$ cat src/rtl/rd_pack_stream_if.sv
// Handshake bundle between the FIFO read port / downstream sink and rd_pack_stream.
// The master side drives the FIFO status, flush and sink ready; the slave side is the packer.
interface rd_pack_stream_if #(
  parameter int DW   = 8,
  parameter int PACK = 2
);
  localparam int MW = $clog2(PACK) + 1;

  logic              rrdy;
  logic [DW-1:0]     rdata;
  logic              rget;
  logic              flush;
  logic              m_valid;
  logic              m_ready;
  logic [DW*PACK-1:0] m_data;
  logic [MW-1:0]     m_words;

  modport master (
    output rrdy, rdata, flush, m_ready,
    input  rget, m_valid, m_data, m_words
  );

  modport slave (
    input  rrdy, rdata, flush, m_ready,
    output rget, m_valid, m_data, m_words
  );
endinterface

$ cat src/rtl/rd_pack_stream.sv
// Read-domain packer: pops DW-bit words from the CDC FIFO read port, packs PACK
// words little-endian into one beat and presents beats through a two-entry buffer.
module rd_pack_stream #(
  parameter int DW   = 8,
  parameter int PACK = 2
) (
  input logic           rclk,
  input logic           rrst,
  rd_pack_stream_if.slave bus
);
  localparam int BW = DW * PACK;
  localparam int MW = $clog2(PACK) + 1;

  logic [BW-1:0] acc, acc_nx;
  logic [MW-1:0] cnt, cnt_nx;
  logic          flush_pend, flush_pend_nx;
  logic          rel;
  logic [1:0]    occ;
  logic [BW-1:0] head_data, skid_data;
  logic [MW-1:0] head_words, skid_words;

  logic          space, accept, pop, push;
  logic [BW-1:0] push_data;
  logic [MW-1:0] push_words;

  assign space       = (occ != 2'd2);
  assign bus.rget    = rel & bus.rrdy & ~flush_pend & ((cnt != MW'(PACK - 1)) | space);
  assign accept      = bus.rrdy & bus.rget;
  assign pop         = (occ != 2'd0) & bus.m_ready;
  assign bus.m_valid = (occ != 2'd0);
  assign bus.m_data  = head_data;
  assign bus.m_words = head_words;

  // Reset-release gate keeping rget low for the first cycle after reset.
  always_ff @(posedge rclk) begin
    if (rrst) rel <= 1'b0;
    else      rel <= 1'b1;
  end

  // Word accept, beat completion and flush resolution.
  // The flush decision uses the post-accept count, so a completing accept
  // leaves nothing to flush and the two never produce two pushes.
  always_comb begin
    acc_nx        = acc;
    cnt_nx        = cnt;
    flush_pend_nx = flush_pend;
    push          = 1'b0;
    push_data     = '0;
    push_words    = '0;
    if (accept) begin
      for (int unsigned i = 0; i < PACK; i++) begin
        if (cnt == MW'(i)) acc_nx[i*DW +: DW] = bus.rdata;
      end
      if (cnt == MW'(PACK - 1)) begin
        push       = 1'b1;
        push_data  = acc_nx;
        push_words = MW'(PACK);
        cnt_nx     = '0;
        acc_nx     = '0;
      end else begin
        cnt_nx = cnt + MW'(1);
      end
    end
    if (bus.flush | flush_pend) begin
      if (cnt_nx == '0) begin
        flush_pend_nx = 1'b0;
      end else if (space) begin
        push          = 1'b1;
        push_data     = acc_nx;
        push_words    = cnt_nx;
        cnt_nx        = '0;
        acc_nx        = '0;
        flush_pend_nx = 1'b0;
      end else begin
        flush_pend_nx = 1'b1;
      end
    end
  end

  // Accumulator, word count and pending-flush registers.
  always_ff @(posedge rclk) begin
    if (rrst) begin
      acc        <= '0;
      cnt        <= '0;
      flush_pend <= 1'b0;
    end else begin
      acc        <= acc_nx;
      cnt        <= cnt_nx;
      flush_pend <= flush_pend_nx;
    end
  end

  // Two-entry output buffer; head drives the stream, skid holds the second beat.
  always_ff @(posedge rclk) begin
    if (rrst) begin
      occ        <= 2'd0;
      head_data  <= '0;
      head_words <= '0;
      skid_data  <= '0;
      skid_words <= '0;
    end else begin
      if (push && !pop) begin
        if (occ == 2'd0) begin
          head_data  <= push_data;
          head_words <= push_words;
        end else begin
          skid_data  <= push_data;
          skid_words <= push_words;
        end
        occ <= occ + 2'd1;
      end else if (pop && !push) begin
        if (occ == 2'd2) begin
          head_data  <= skid_data;
          head_words <= skid_words;
        end
        occ <= occ - 2'd1;
      end else if (push && pop) begin
        if (occ == 2'd1) begin
          head_data  <= push_data;
          head_words <= push_words;
        end else begin
          head_data  <= skid_data;
          head_words <= skid_words;
          skid_data  <= push_data;
          skid_words <= push_words;
        end
      end
    end
  end
endmodule

$ cat src/flat_wrapper.sv
// flat-port wrapper written by rule: the top's interface ports become plain ports
module rd_pack_stream_flat 
#(
  parameter int DW   = 8,
  parameter int PACK = 2
)
  (rclk, rrst, bus_rrdy, bus_rdata, bus_flush, bus_m_ready, bus_rget, bus_m_valid, bus_m_data, bus_m_words);
  rd_pack_stream_if #(.DW(DW), .PACK(PACK)) bus_i ();
  input logic rclk;
  input logic rrst;
  input wire logic [$bits(bus_i.rrdy)-1:0] bus_rrdy;
  input wire logic [$bits(bus_i.rdata)-1:0] bus_rdata;
  input wire logic [$bits(bus_i.flush)-1:0] bus_flush;
  input wire logic [$bits(bus_i.m_ready)-1:0] bus_m_ready;
  output wire logic [$bits(bus_i.rget)-1:0] bus_rget;
  output wire logic [$bits(bus_i.m_valid)-1:0] bus_m_valid;
  output wire logic [$bits(bus_i.m_data)-1:0] bus_m_data;
  output wire logic [$bits(bus_i.m_words)-1:0] bus_m_words;
  assign bus_i.rrdy = bus_rrdy;
  assign bus_i.rdata = bus_rdata;
  assign bus_i.flush = bus_flush;
  assign bus_i.m_ready = bus_m_ready;
  assign bus_rget = bus_i.rget;
  assign bus_m_valid = bus_i.m_valid;
  assign bus_m_data = bus_i.m_data;
  assign bus_m_words = bus_i.m_words;
  rd_pack_stream #(.DW(DW), .PACK(PACK)) u_core (.rclk(rclk), .rrst(rrst), .bus(bus_i));
endmodule
$ cat config.mk
export PLATFORM = sky130hd
export DESIGN_NAME = rd_pack_stream_flat
export DESIGN_NICKNAME = d
export VERILOG_FILES = /design/src/rtl/rd_pack_stream_if.sv /design/src/rtl/rd_pack_stream.sv /design/src/flat_wrapper.sv
export SDC_FILE = /design/constraint.sdc
export NUM_CORES = 1
export LEC_CHECK = 0
export ABC_AREA = 0
export CORE_MARGIN = 2
export CORE_UTILIZATION = 39
export CTS_BUF_LIST = sky130_fd_sc_hd__clkbuf_4 sky130_fd_sc_hd__clkbuf_8 sky130_fd_sc_hd__clkbuf_16
export DETAILED_ROUTE_END_ITERATION = 10
export PLACE_DENSITY = 0.71
export REMOVE_ABC_BUFFERS = 1
export SLEW_MARGIN = 20
export SYNTH_ARGS = -nofsm -noshare
export SYNTH_HDL_FRONTEND = slang
export SYNTH_SLANG_ARGS = --single-unit
$ cat constraint.sdc
create_clock -name rclk -period 8.5 [get_ports rclk]
set_input_delay 0.85 -clock rclk [delete_from_list [all_inputs] [get_ports rclk]]
set_output_delay 0.85 -clock rclk [all_outputs]
set_load 0.01 [all_outputs]
==> metrics.md <==
| Metric | Value |
|---|---|
| Root buffer cell | clkbuf_8 |
| Worst-path maximum fanout | 22 |
| Critical Path Max Stage Delay | 560 ps |
| Critical-path cell list | clkdlybuf4s50_1, nand3b_1, a211oi_4, or2_2, ha_1, nor3b_1, nor3b_4, buf_4, o21ai_0, a31oi_1 |
| CP delay by family, top | simple AND/OR/NAND/NOR gates |
| CTS Sinks | 58 |
| WL per Instance | 16.30 um |
| FF-to-FF setup slack | 4860 ps |
| Cell area after synthesis | 2875 um^2 |
| Worst path required time | 8770 ps |
| Async set-reset flop share out of synthesis | 0 |
| Worst Tran Pin Value | 811.6 ps |
| Hold path depth | 2 |
| Ratio of cells with drive above 1 in the final layout | 0.08101 |
| Final Util | 0.4740 |
| WHS Endpoint | u_core.bus.m_data[9]$_SDFFE_PP0P_ |
| Die Y | 89.87 um |
| Post-Syn Area per Cell | 8.583 um^2 |
| Via count | 2658 |
| RR Endpoint | u_core.bus.m_data[2]$_SDFFE_PP0P_ |
| Dpl hpwl | 4721 um |
| Worst reg2reg path depth | 11 |
| Final hold violations | 0 |
| Via count of the first global-routing pass | 2505 |
| Routed Antenna Nets | 0 |
| Final setup viols | 0 |
| Remaining Overflow, GRT | 0 |
| Final Net Count | 375 |
| Clock buffer depth | 2 |
| Final slew viol count | 0 |
| Violation count after the first detailed-routing iteration | 181 |
| VDD IR max | 0.0001092 V |
| Setup TNS | 0 ps |
| Crit Path Class | input port to flop |
| Vias per cell | 5.816 |
| Initial antenna violation count | 0 |
| Worst setup SP type | input port |
| Antenna cell count | 0 |
| Worst Min Path Start | u_core.bus.m_data[9]$_SDFFE_PP0P_ |
| Skew-Pair Late Insertion Delay | 350 ps |
| Pwr per Cell Area | 297.4 nW/um^2 |
| Worst EP arrival | 4230 ps |
| Setup Skew | 8.669 ps |
| Achievable Freq | 252.7 MHz |
| Worst-path clk slew | 70 ps |
| Reg2reg start | u_core.occ[0]$_SDFFE_PP0P_ |
| Outcome | completed |
| Tcrit/Tclk final | 0.4656 |
| I/O pins | 33 |
| Seq/Total Area, Yosys | 0.4038 |
| #FFs+latches synth | 58 |
| DRC Markers | 0 |
| Hold Crit Class | flop to flop |
| TritonCTS clock tree | done |
| Total length of routed wires | 7448 um |
| Total track usage | 0.1892 |
| H-tree levels | 3 |
| Initial Util | 0.3985 |
| DR pass1 iterations | 5 |
| Unrepaired setup endpoints after global routing | false |
| First-pass GRT wire length | 12350 um |
| CP Capture Type | flop |
| Die Span X | 89.87 um |
| FP Rows | 31 |
| Slowest-stage cell, CP | nor3b_4 |
| Die Area | 8076 um^2 |
| Leak pwr | 1.170 nW |
| Number of enable flip-flop cells after synthesis | 0 |
| Hold_buf cts | 0 |
| CORE AREA | 7214 um^2 |
| GPL Wtd Cong | 0.8874 |
| Critical path depth | 10 |
| Cell variety after synth | 44 |
| CTS Buf Count | 9 |
| Cell count after synthesis | 335 |
| Synth Flop Type | dfxtp_1 |
| Area grow syn2layout | 18.93% |
| Setup bufs post-CTS | 0 |
| Cts repair resizes | 0 |
| Maxcap violations | 0 |
| Minimum clock period after layout | 3957 ps |
| CP bufs+invs | 2 |
| # port buffers | 32 |
| Largest net degree at the start of global routing | 36 |
| Synth Warn # | 0 |
| Rel. slew slack | 0.4570 |
worst max-delay path by stage:
stage,start,to,slack (ps)
final,bus_rrdy,u_core.bus.m_data[2]$_SDFFE_PP0P_,4540
after global routing,bus_rrdy,u_core.bus.m_data[2]$_SDFFE_PP0P_,4250
after CTS,bus_rrdy,u_core.bus.m_data[2]$_SDFFE_PP0P_,4100
after detailed placement,bus_rrdy,u_core.bus.m_data[2]$_SDFFE_PP0P_,3740
after global placement,bus_rrdy,u_core.bus.m_data[12]$_SDFFE_PP0P_,3890
after floorplan,bus_rrdy,u_core.bus.m_data[15]$_SDFFE_PP0P_,4370
cells by family after synthesis:
logic type,count (synthesis),share of synthesized area
flip-flops,58,0.4038
AO/OA/AOI/OAI,116,0.2929
adder cells (fa/ha/maj),7,0.03046
multiplexers,1,0.003481
AND/OR/NAND/NOR,99,0.1802
buffers and inverters,51,0.08007
XOR/XNOR,3,0.009140
power by group:
group          switching, W  internal, W
logic              0.000229     0.000171
registers         0.0000298     0.000325
clock network      0.000112     0.000151
total              0.000370     0.000647
routing by layer:
layer / GRT usage / wire length, um / vias to the layer above
met4: 0.07821 / 138 / 0
met1: 0.2495 / 3509 / 1281
met3: 0.03604 / 371 / 12
li1: - / - / 1285
met5: 0 / 0 / -
met2: 0.3056 / 3430 / 80
cells in the mapped netlist (3+ instances only):
| cell type | n | area share |
|---|---|---|
| dfxtp_1 | 58 | 0.40 |
| nor2_1 | 42 | 0.055 |
| o211ai_1 | 25 | 0.065 |
| o32ai_1 | 25 | 0.076 |
| inv_1 | 22 | 0.029 |
| a21oi_1 | 18 | 0.031 |
| o21ai_0 | 17 | 0.030 |
| a221oi_1 | 16 | 0.049 |
| clkbuf_1 | 13 | 0.017 |
| nor3_1 | 11 | 0.019 |
| buf_2 | 10 | 0.017 |
| a31oi_1 | 9 | 0.020 |
| and2_1 | 9 | 0.020 |
| and3_1 | 8 | 0.017 |
| ha_1 | 7 | 0.030 |
| nand2_1 | 6 | 0.0078 |
| buf_6 | 3 | 0.012 |
| nor2b_1 | 3 | 0.0065 |
| or2_2 | 3 | 0.0065 |
| xnor2_1 | 3 | 0.0091 |
per-stage QoR:
step | cell area (um^2) | std cells | power (W) | hold slack [ps] | worst slack, ps
global placement | 3212 | 442 | 0.0007466 | 443.6 | 3894
CTS | 3408 | 456 | 0.001015 | 469.9 | 4102
global route | 3420 | 457 | 0.001079 | 501.7 | 4249
finish | 3420 | 457 | 0.001017 | 479.3 | 4543
detailed placement | 3212 | 442 | 0.0007531 | 460.8 | 3737
floorplan | 2731 | 307 | 0.0006017 | 426.0 | 4370
tightest hold or removal path: cells and delay by family, from the launching register on:
family / cells / cell delay, ps
AOI/OAI and AO/OA: 1 / 70
DFF: 1 / 310
buffers and inverters: 1 / 40
flip-flops by register name, summed over array words and instances, names as in the netlist:
name	cells
u_core.cnt	2
u_core.bus.m_words	2
u_core.acc	16
u_core.rel	1
u_core.flush_pend	1
u_core.bus.m_data	16
u_core.occ	2
u_core.skid_data	16
u_core.skid_words	2
cell usage in the layout, fill, tap and decap left out, drive strengths merged, types with 3 or more instances in the layout:
cell,Yosys,layout
nor2,43,43
and2,9,9
ha,7,7
a21oi,19,19
nand2,7,7
and3,8,8
clkdlybuf4s50,0,32
o21ai,17,17
inv,22,22
buf,15,5
xnor2,3,3
nor3,12,12
dfxtp,58,58
a211oi,3,3
o211ai,25,25
a221oi,16,16
or2,3,3
clkbuf,13,12
a31oi,9,9
nor2b,3,3
o32ai,25,25
layout make-up:
class                      count  area, um^2
clock buffer                  12       158.9
clock inverter                 2       37.54
fill                         721        3795
inverter                      23       86.33
multi-input combinational    226        1490
sequential                    58        1161
tap                           99       123.9
timing repair buffer          37       361.6
Note: power is estimated with default switching activity, not from simulation.
